===== config.mk =====
export PLATFORM = sky130hd
export DESIGN_NAME = riscv_lsu
export DESIGN_NICKNAME = d
export VERILOG_FILES = /design/src/rtl/riscv_lsu_pkg.sv /design/src/rtl/riscv_lsu_load_ext.sv /design/src/rtl/riscv_lsu.sv
export SDC_FILE = /design/constraint.sdc
export NUM_CORES = 1
export LEC_CHECK = 0
export BUFFER_PORTS_ARGS = -buffer_cell sky130_fd_sc_hd__clkbuf_2
export CAP_MARGIN = 0
export CORE_AREA = 2 2 79 81
export CTS_CLUSTER_DIAMETER = 100
export DETAILED_ROUTE_END_ITERATION = 7
export DIE_AREA = 0 0 81 83
export PLACE_DENSITY = 0.84
export SLEW_MARGIN = 20
export SYNTH_ARGS = -nofsm -noshare
export SYNTH_HDL_FRONTEND = slang
export SYNTH_SLANG_ARGS = --single-unit
export TNS_END_PERCENT = 1

===== constraint.sdc =====
create_clock -name clk_i -period 4.6 [get_ports clk_i]
set_input_delay 0.92 -clock clk_i [delete_from_list [all_inputs] [get_ports clk_i]]
set_output_delay 0.92 -clock clk_i [all_outputs]
set_load 0.01 [all_outputs]

===== src/rtl/riscv_lsu_pkg.sv =====
// Shared load/store decode definitions: funct3 size codes, LSU state enum and
// a helper that collapses a size code to its access width.
// Latency: n/a (package).  Backpressure: n/a (package).
package riscv_lsu_pkg;

  // funct3 encodings for loads/stores
  localparam logic [2:0] LDST_B  = 3'd0;
  localparam logic [2:0] LDST_H  = 3'd1;
  localparam logic [2:0] LDST_W  = 3'd2;
  localparam logic [2:0] LDST_BU = 3'd4;
  localparam logic [2:0] LDST_HU = 3'd5;

  typedef enum logic {
    ST_IDLE = 1'b0,
    ST_WAIT = 1'b1
  } lsu_state_e;

  typedef enum logic [1:0] {
    SZ_BYTE = 2'd0,
    SZ_HALF = 2'd1,
    SZ_WORD = 2'd2
  } lsu_width_e;

  // Unused encodings (3, 6, 7) fall through to word width.
  function automatic lsu_width_e ldst_width(input logic [2:0] size);
    lsu_width_e w;
    case (size)
      LDST_B, LDST_BU: w = SZ_BYTE;
      LDST_H, LDST_HU: w = SZ_HALF;
      default:         w = SZ_WORD;
    endcase
    return w;
  endfunction

endpackage


===== src/rtl/riscv_lsu_load_ext.sv =====
// Load extension: picks the addressed byte/half out of a memory word and
// sign- or zero-extends it to 32 bits.  Purely combinational, no backpressure.
// Ports: word_i (memory word), off_i (byte offset), size_i (funct3), res_o (result).
module lsu_load_ext
  import riscv_lsu_pkg::*;
(
  input  logic [31:0] word_i,
  input  logic [1:0]  off_i,
  input  logic [2:0]  size_i,
  output logic [31:0] res_o
);

  logic [7:0]  byte_sel;
  logic [15:0] half_sel;

  always_comb begin
    case (off_i)
      2'd0:    byte_sel = word_i[7:0];
      2'd1:    byte_sel = word_i[15:8];
      2'd2:    byte_sel = word_i[23:16];
      default: byte_sel = word_i[31:24];
    endcase
    half_sel = off_i[1] ? word_i[31:16] : word_i[15:0];

    case (size_i)
      LDST_B:  res_o = {{24{byte_sel[7]}}, byte_sel};
      LDST_BU: res_o = {24'h0, byte_sel};
      LDST_H:  res_o = {{16{half_sel[15]}}, half_sel};
      LDST_HU: res_o = {16'h0, half_sel};
      default: res_o = word_i;
    endcase
  end

endmodule


===== src/rtl/riscv_lsu.sv =====
// Load/store unit: one memory request per core access, lane steering for
// stores, lane extraction for loads, misalignment detection.
// Latency: 2 cycles minimum (request, response); stalls the core until mem_ready_i.
// Ports: core_* (core side request/result/stall), mem_* (memory side), misalign_o.
module riscv_lsu
  import riscv_lsu_pkg::*;
(
  input  logic        clk_i,
  input  logic        rst_ni,
  input  logic        core_req_i,
  input  logic        core_we_i,
  input  logic [2:0]  core_size_i,
  input  logic [31:0] core_addr_i,
  input  logic [31:0] core_wd_i,
  output logic [31:0] core_rd_o,
  output logic        core_stall_o,
  output logic        misalign_o,
  output logic        mem_req_o,
  output logic        mem_we_o,
  output logic [3:0]  mem_be_o,
  output logic [31:0] mem_addr_o,
  output logic [31:0] mem_wd_o,
  input  logic [31:0] mem_rd_i,
  input  logic        mem_ready_i
);

  lsu_state_e  state_q, state_d;
  logic [1:0]  off_q, off_d;
  logic [2:0]  size_q, size_d;
  logic        we_q, we_d;

  lsu_width_e  width;
  logic        misaligned;
  logic [31:0] ext_rd;

  always_comb begin
    width = ldst_width(core_size_i);
    case (width)
      SZ_HALF: misaligned = core_addr_i[0];
      SZ_WORD: misaligned = (core_addr_i[1:0] != 2'b00);
      default: misaligned = 1'b0;
    endcase
  end

  // State register
  always_ff @(posedge clk_i) begin
    if (!rst_ni) begin
      state_q <= ST_IDLE;
      off_q   <= 2'b00;
      size_q  <= 3'b000;
      we_q    <= 1'b0;
    end else begin
      state_q <= state_d;
      off_q   <= off_d;
      size_q  <= size_d;
      we_q    <= we_d;
    end
  end

  // Next-state logic; access attributes are captured on issue because the
  // response is decoded a cycle or more later.
  always_comb begin
    state_d = state_q;
    off_d   = off_q;
    size_d  = size_q;
    we_d    = we_q;
    case (state_q)
      ST_IDLE: begin
        if (core_req_i && !misaligned) begin
          state_d = ST_WAIT;
          off_d   = core_addr_i[1:0];
          size_d  = core_size_i;
          we_d    = core_we_i;
        end
      end
      ST_WAIT: begin
        if (mem_ready_i) state_d = ST_IDLE;
      end
      default: state_d = ST_IDLE;
    endcase
  end

  lsu_load_ext u_load_ext (
    .word_i (mem_rd_i),
    .off_i  (off_q),
    .size_i (size_q),
    .res_o  (ext_rd)
  );

  // Output logic; everything handshake-related is held low while reset is
  // asserted so a pending core request cannot leak out during reset.
  always_comb begin
    mem_req_o    = 1'b0;
    mem_we_o     = 1'b0;
    core_stall_o = 1'b0;
    misalign_o   = 1'b0;
    core_rd_o    = 32'h0;
    if (rst_ni) begin
      case (state_q)
        ST_IDLE: begin
          if (core_req_i) begin
            if (misaligned) begin
              misalign_o = 1'b1;
            end else begin
              mem_req_o    = 1'b1;
              mem_we_o     = core_we_i;
              core_stall_o = 1'b1;
            end
          end
        end
        ST_WAIT: begin
          core_stall_o = !mem_ready_i;
          if (mem_ready_i && !we_q) core_rd_o = ext_rd;
        end
        default: ;
      endcase
    end
  end

  // Lane steering follows the live core inputs, which the core holds stable
  // for the whole access.
  always_comb begin
    case (width)
      SZ_BYTE: begin
        mem_be_o = 4'b0001 << core_addr_i[1:0];
        mem_wd_o = {4{core_wd_i[7:0]}};
      end
      SZ_HALF: begin
        mem_be_o = 4'b0011 << core_addr_i[1:0];
        mem_wd_o = {2{core_wd_i[15:0]}};
      end
      default: begin
        mem_be_o = 4'b1111;
        mem_wd_o = core_wd_i;
      end
    endcase
  end

  assign mem_addr_o = core_addr_i;

endmodule


# Word-level counts from Yosys, hierarchy flattened
# Cells that the tools add are included.
# W data, S select, Z words.
word_totals:
  inputBits: 104
  out_inout_bits: 104
  reg_bits: 7
  word_cells: 57
op_classes:
  n_reduce_logical: 13
  mux: 27
  shift: 2
  eq_ne: 10
  bitwise_logic: 1
op_table:
  columns: ["operator", "n"]
  rows:
  - ["$pmux W32 S4", 1]
  - ["$mux W32", 3]
  - ["$pmux W32 S2", 1]
  - ["$pmux W8 S3", 1]
  - ["$mux W16", 1]
  - ["$mux W1", 15]
  - ["$eq A3 B3 Y1 const B", 4]
  - ["$pmux W4 S2", 1]
  - ["$eq A3 B1 Y1 const B", 2]
  - ["$logic_not A3 Y1", 2]
  - ["$pmux W1 S2", 3]
  - ["$eq A2 B1 Y1 const B", 2]
  - ["$eq A2 B2 Y1 const B", 2]
  - ["$logic_not A2 Y1", 2]
  - ["$pmux W2 S2", 1]
  - ["$reduce_or A2 Y1", 2]
  - ["$shl A1 B2 Y4 const A", 1]
  - ["$shl A2 B2 Y4 const A", 1]
  - ["$logic_not A1 Y1", 3]
  - ["$logic_and A1 B1 Y1", 2]
  - ["$reduce_and A2 Y1", 1]
  - ["$reduce_bool A2 Y1", 1]
  - ["$not A1 Y1", 1]

# Longest topological paths before layout
# Gate-level depths: netlist of the first run.
logic_depth:
  word_depth: 9
  ltp_mapped: 5

# Cells and area by module
# A second synthesis of the first run with hierarchy kept.
unflattened:
  hier_cells: 311
  hier_area_um2: 2343.5
modules_own_cells:
  columns: ["mod", "area_each_um2", "seq_area_each_um2", "cells_per_inst", "n_inst"]
  rows:
  - ["riscv_lsu", 1373.8, 140.1, 178, 1]
  - ["lsu_load_ext", 969.7, 0.0, 133, 1]

# Least setup slack after synthesis of the first run
# Ideal clock, no wire load.
synth_path:
  kind: "input -> output"
  start: "input port mem_rd_i[15]"
  end: "output port core_rd_o[10]"
  path_slack_ns: 1.900
  required_time_ns: 3.680
  path_stages: 3
  arrival_time_ns: 1.780
  path_cell_list: "mux2_4 -> a32o_2 -> o221a_1"
synth_between:
  elab_chain_len: 5
synth_lines:
  columns: ["element", "line", "rtl"]
  rows:
  - ["from (decl)", "riscv_lsu.sv:23", "input logic [31:0] mem_rd_i,"]
  - ["$pmux W8 S3", "riscv_lsu_load_ext.sv:17", "case (off_i)"]
  - ["$pmux W32 S4", "riscv_lsu_load_ext.sv:25", "case (size_i)"]
  - ["$mux W32", "riscv_lsu.sv:113", "if (mem_ready_i && !we_q) core_rd_o = ext_rd;"]
  - ["$mux W32", "riscv_lsu.sv:99", "case (state_q)"]
  - ["$mux W32", "riscv_lsu.sv:98", "if (rst_ni) begin"]
  - ["to (decl)", "riscv_lsu.sv:15", "output logic [31:0] core_rd_o,"]
# No other way between the ends.

# Worst setup path after layout of the first run
layout_path:
  start: "input port rst_ni"
  end: "output port core_rd_o[29]"
layout_between:
  elab_chain_len: 1
layout_lines:
  columns: ["element", "line", "rtl"]
  rows:
  - ["from (decl)", "riscv_lsu.sv:9", "input logic rst_ni,"]
  - ["$mux W32", "riscv_lsu.sv:98", null]
# No other way between the ends.

==> flow_summary.json, run 1 <==
{
  "place_congestion": 0.8191,
  "final_layout_size_suffix_gt1_frac": 0.5131,
  "slew_viol_final": 0,
  "synth_common_cells": "buf_4, nand2_1, mux2i_1",
  "io_pins": 208,
  "clkSinkCount": 7,
  "timing.final.hold_violations": 0,
  "worst_pin_slew_ns": 0.8519,
  "max_freq_mhz": 302.0,
  "placed_area_sq_um": 2240,
  "path_clk_slew_ns": 0.04,
  "grt_pass1_vias": 1916,
  "grt_pass1_wl_um": 9632,
  "num_vias": 2133,
  "cts_tree": "done",
  "irDropWorstVdd_v": 0.00007914,
  "power.leakage_uw": 0.001162,
  "clkLatencyLatePin_ns": 0.23,
  "diodes": 0,
  "root_buffer": "clkbuf_8",
  "die_area_sq_um": 6723,
  "avgSynthCellArea_sq_um": 7.215,
  "viasPerCell": 5.103,
  "synth-edff-count": 0,
  "setup_viol": 0,
  "drcViolationCount": 0,
  "clk_path_buf_depth": 2,
  "worstSetupStartpointType": "input pin",
  "postCtsHoldBufs": 0,
  "status": "finished clean",
  "gr-usage-all-layers": 0.1768,
  "maxCapViolCount": 0,
  "ys_types": 36,
  "worstHoldStart": "we_q",
  "post-cts-setup-buffer-count": 0,
  "overflow": 0,
  "port_buffers": 147,
  "synthArstFlopShare": 0,
  "cp_max_fo": 16,
  "core_sq_um": 5816,
  "synth_flop_cell": "dfxtp_1",
  "cp.required_ns": 3.68,
  "timing.setup.tns_ns": 0,
  "ys_seq_area_frac": 0.07832,
  "ys_warn_count": 0,
  "yosysMostFrequentCell": "buf_4",
  "wl_per_cell_um": 14.63,
  "nets": 448,
  "cts_buffers": 3,
  "detail_route.iter0.violations": 150,
  "ant_nets": 0,
  "ctsResizeCount": 0,
  "synth_top_cell_by_area": "buf_4",
  "synth_area_leaders": "buf_4, mux2i_1, mux2_2",
  "fin_area_sq_um": 2285,
  "slew_headroom": 0.4309,
  "rr_startpoint": "state_q",
  "p_per_area_nw_per_um2": 149.9,
  "crit_type": "in2out",
  "hpwl_um": 5083,
  "r2r_cells": 2,
  "holdPathEnd": "we_q",
  "holdCritPathClass": "reg2reg",
  "period_share": 0.7199,
  "antenna_found_initial": 0,
  "syn_inst": 248,
  "areaGrowthSynthToFinish_pct": 27.69,
  "syn_area_sq_um": 1789,
  "synth_nets": 352,
  "end_kind": "output port",
  "dr.pass1.iters": 4,
  "clock_skew_ns": 0.0009765,
  "die_w_um": 81,
  "cp.arrival_ns": 2.39,
  "synth_top_area_share": 0.1762,
  "initial_core_util": 0.3077,
  "r2r-end": "size_q[0]",
  "drt_wl_total_um": 6114,
  "period_needed_ns": 3.311,
  "die_h_um": 83,
  "fp-row-count": 28,
  "htreeDepth": 1,
  "synth-seq-cells": 7,
  "grt_max_degree": 28,
  "min_path_cells": 2,
  "regToRegSetupSlack_ns": 3.45,
  "rsz0062_at_grt": "no"
}
==> worst max-delay path, cell delays in order <==
cell	delay, ns
clkbuf_2	0.24
and4b_1	0.44
nand3_2	0.35
o21ai_1	0.27
clkbuf_2	0.16
==> stage by stage <==
step,worst slack (ns),total power [uW],hold slack (ns),cells,util
6_report,1.289,342.4,0.4775,418,0.3929
5_1_grt,1.133,366.4,0.5043,418,0.3929
4_1_cts,1.257,342.8,0.4648,418,0.3929
3_5_place_dp,1.265,256.1,0.4540,414,0.3851
3_3_place_gp,1.298,252.0,0.4658,414,0.3851
2_1_floorplan,1.900,207.2,0.4360,248,-
==> flip-flops by register name, summed over array words and instances (netlist names) <==
signal / count
off_q: 2
we_q: 1
state_q: 1
size_q: 3
==> routing by layer <==
| layer | up-vias | wire length, um | GRT usage |
|---|---|---|---|
| li1 | 1037 | - | - |
| met1 | 973 | 2304 | 0.2068 |
| met2 | 111 | 3237 | 0.3261 |
| met3 | 12 | 467 | 0.02717 |
| met4 | 0 | 105 | 0.04468 |
| met5 | - | 0 | 0 |
==> power breakdown <==
part           leakage [uW]  total [uW]  switching [uW]  internal [uW]
logic               0.00108         181            97.9           83.5
registers         0.0000572        73.1            8.56           64.5
clock network     0.0000228        88.0            27.9           60.1
total               0.00116         342             134            208
==> worst max-delay path by stage <==
stage                     slack [ns]  depth (start not counted)           start       endpoint
after CTS                       1.26                          4  core_size_i[0]    mem_wd_o[9]
final                           1.29                          5          rst_ni  core_rd_o[29]
after global routing            1.13                          5          rst_ni  core_rd_o[25]
after detailed placement        1.27                          4  core_size_i[0]    mem_wd_o[9]
after floorplan                 1.90                          3    mem_rd_i[15]  core_rd_o[10]
after global placement          1.30                          4  core_size_i[0]    mem_wd_o[9]
==> final cells by class <==
type | count | area, sq um
Timing Repair Buffer | 149 | 750.7
Multi-Input combinational cell | 171 | 1210
Sequential cell | 7 | 140.1
Fill cell | 629 | 3531
Inverter | 12 | 45.04
Tap cell | 75 | 93.84
Clock buffer | 4 | 45.04
==> kinds of logic after synthesis <==
logic type,share of synthesized area
buffers and inverters,0.2455
multiplexers,0.2860
flip-flops,0.07832
AO/OA/AOI/OAI,0.2154
AND/OR/NAND/NOR,0.1748
==> cells in the final DEF, fill, tap and decap left out <==
| master | synthesis | routed |
|---|---|---|
| o22ai_1 | 7 | 7 |
| o21a_1 | 3 | 3 |
| and2_1 | 1 | 1 |
| o211ai_1 | 1 | 1 |
| nand2b_1 | 1 | 1 |
| o311ai_1 | 1 | 1 |
| o221a_1 | 7 | 7 |
| nor2_1 | 5 | 5 |
| o21bai_1 | 2 | 2 |
| clkbuf_8 | 0 | 3 |
| nand3_2 | 1 | 1 |
| a21oi_1 | 2 | 2 |
| nand3b_1 | 2 | 2 |
| mux2i_4 | 1 | 1 |
| o32ai_1 | 1 | 1 |
| inv_1 | 10 | 10 |
| nor3_1 | 3 | 3 |
| mux2_4 | 2 | 2 |
| mux2i_1 | 20 | 20 |
| clkbuf_2 | 0 | 147 |
| clkbuf_1 | 6 | 1 |
| inv_2 | 2 | 2 |
| nor4b_1 | 1 | 1 |
| buf_4 | 42 | 2 |
| a22o_1 | 1 | 1 |
| nand3_1 | 16 | 16 |
| a32o_2 | 1 | 1 |
| o21ai_0 | 17 | 17 |
| mux2_1 | 6 | 6 |
| nand2_1 | 30 | 30 |
| and4b_1 | 2 | 2 |
| dfxtp_1 | 7 | 7 |
| nor2b_1 | 2 | 2 |
| nor3b_1 | 1 | 1 |
| mux2_2 | 17 | 17 |
| o21ai_1 | 17 | 17 |
No activity file was read; power rests on OpenSTA's default activity.
==> run 2, diff against run 1 <==
--- a/config.mk
+++ b/config.mk
@@ -11,7 +11,7 @@
 export CTS_CLUSTER_DIAMETER = 100
 export DETAILED_ROUTE_END_ITERATION = 7
 export DIE_AREA = 0 0 81 83
-export PLACE_DENSITY = 0.84
+export PLACE_DENSITY = 0.87
 export SLEW_MARGIN = 20
 export SYNTH_ARGS = -nofsm -noshare
 export SYNTH_HDL_FRONTEND = slang
==> constraint.sdc (replaced) <==
create_clock -name clk_i -period 3 [get_ports clk_i]
set_input_delay 0.6 -clock clk_i [delete_from_list [all_inputs] [get_ports clk_i]]
set_output_delay 0.6 -clock clk_i [all_outputs]
set_load 0.01 [all_outputs]
==> run 2 against run 1 <==
Compared with the run above:
- clock power is 49% higher
- hold slack worse by 0.0090 ns
- clock-buffer cell count stayed put
- power is 55% higher
- non-clock buffer count is 5 higher
- clock skew is 0.0017 ns higher
- largest cell class unchanged
==> flow_summary.json, run 2 (synthesis results as in run 1) <==
{
  "cp.required_ns": 2.40,
  "gr-usage-all-layers": 0.1814,
  "drt_wl_total_um": 6298,
  "port_buffers": 147,
  "grt_max_degree": 26,
  "final_layout_size_suffix_gt1_frac": 0.5201,
  "cts_buffers": 3,
  "timing.final.hold_violations": 0,
  "p_per_area_nw_per_um2": 227.4,
  "slew_viol_final": 0,
  "r2r_cells": 2,
  "post-cts-setup-buffer-count": 0,
  "top_register": "size_q",
  "wl_per_cell_um": 14.89,
  "ctsResizeCount": 0,
  "cp_max_fo": 16,
  "nets": 453,
  "die_area_sq_um": 6723,
  "cp.arrival_ns": 2.02,
  "min_path_cells": 2,
  "die_h_um": 83,
  "drcViolationCount": 0,
  "mostFrequentLayoutCells": "clkbuf_2, nand2_1, mux2i_1",
  "antenna_found_initial": 0,
  "path_clk_slew_ns": 0.04,
  "overflow": 0,
  "largest_register_ffs": 3,
  "fp-row-count": 28,
  "ant_nets": 0,
  "power.leakage_uw": 0.001191,
  "period_share": 0.8747,
  "final_common_cell": "clkbuf_2",
  "initial_core_util": 0.3077,
  "setup_viol": 0,
  "holdCritPathClass": "reg2reg",
  "reg_top3": "size_q (3), off_q (2)",
  "cts_tree": "done",
  "slew_headroom": 0.5755,
  "timing.setup.tns_ns": 0,
  "maxCapViolCount": 0,
  "io_pins": 208,
  "diodes": 0,
  "grt_pass1_vias": 1997,
  "crit_type": "in2out",
  "fin_ws_ns": 0.3758,
  "irDropWorstVdd_v": 0.0001135,
  "rsz0062_at_grt": "no",
  "end_kind": "output port",
  "clk_path_buf_depth": 2,
  "die_w_um": 81,
  "num_vias": 2148,
  "grt_pass1_wl_um": 9722,
  "worstSetupStartpointType": "input pin",
  "hpwl_um": 5325,
  "power_uw": 530.9,
  "core_sq_um": 5816,
  "postCtsHoldBufs": 0,
  "dp_slack_ns": 0.3960,
  "dr.pass1.iters": 4,
  "htreeDepth": 1,
  "viasPerCell": 5.078,
  "clkSinkCount": 7,
  "clkLatencyLatePin_ns": 0.23,
  "root_buffer": "clkbuf_8",
  "status": "finished clean",
  "max_freq_mhz": 381.1,
  "clock_skew_ns": 0.002672,
  "areaGrowthSynthToFinish_pct": 30.49,
  "detail_route.iter0.violations": 142,
  "worst_pin_slew_ns": 0.6339,
  "place_congestion": 0.7941,
  "period_needed_ns": 2.624
}
-- run 2: cell count changes in the layout (fill, tap and decap cells not counted) --
cell / delta
buf_4: +4
buf_12: +1
-- run 2: worst paths after layout --
kind	startpoint	endpoint	slack (ns)
setup / recovery	rst_ni	core_rd_o[23]	0.38
setup reg to reg	state_q	off_q[0]	1.88
hold reg to reg	we_q	we_q	0.47
hold / removal	we_q	we_q	0.47
-- run 2: critical path: stages --
cell	delay, ns
clkbuf_2	0.08
and4b_1	0.50
nand3_2	0.39
o21ai_1	0.28
clkbuf_2	0.16
-- run 2: power by group --
| group | switching [uW] | leakage [uW] | total (uW) | internal [uW] |
|---|---|---|---|---|
| logic | 161 | 0.00111 | 294 | 133 |
| clock network | 39.5 | 0.0000228 | 131 | 91.8 |
| registers | 7.06 | 0.0000572 | 106 | 99.0 |
-- run 2: area by class of cell --
cell class                      count  area (sq um)
Fill cell                         620          3481
Multi-Input combinational cell    171          1210
Timing Repair Buffer              154         800.8
Sequential cell                     7         140.1
Tap cell                           75         93.84
Clock buffer                        4         45.04
Inverter                           12         45.04
-- run 2: metrics by stage --
stage               area, sq um  hold slack [ns]  std cells  utilization
floorplan                  1789           0.4360        248            -
global placement           2290           0.4537        419       0.3937
detailed placement         2290           0.4619        419       0.3937
CTS                        2335           0.4715        423       0.4015
global route               2335           0.5145        423       0.4015
finish                     2335           0.4685        423       0.4015
-- run 2: layer usage --
| metal | global-route usage | vias up | share of wire |
|---|---|---|---|
| met5 | 0 | - | 0 |
| met4 | 0.07858 | 0 | 0.023 |
| met3 | 0.03152 | 14 | 0.086 |
| met2 | 0.3178 | 104 | 0.51 |
| met1 | 0.2109 | 982 | 0.38 |
| li1 | - | 1048 | - |
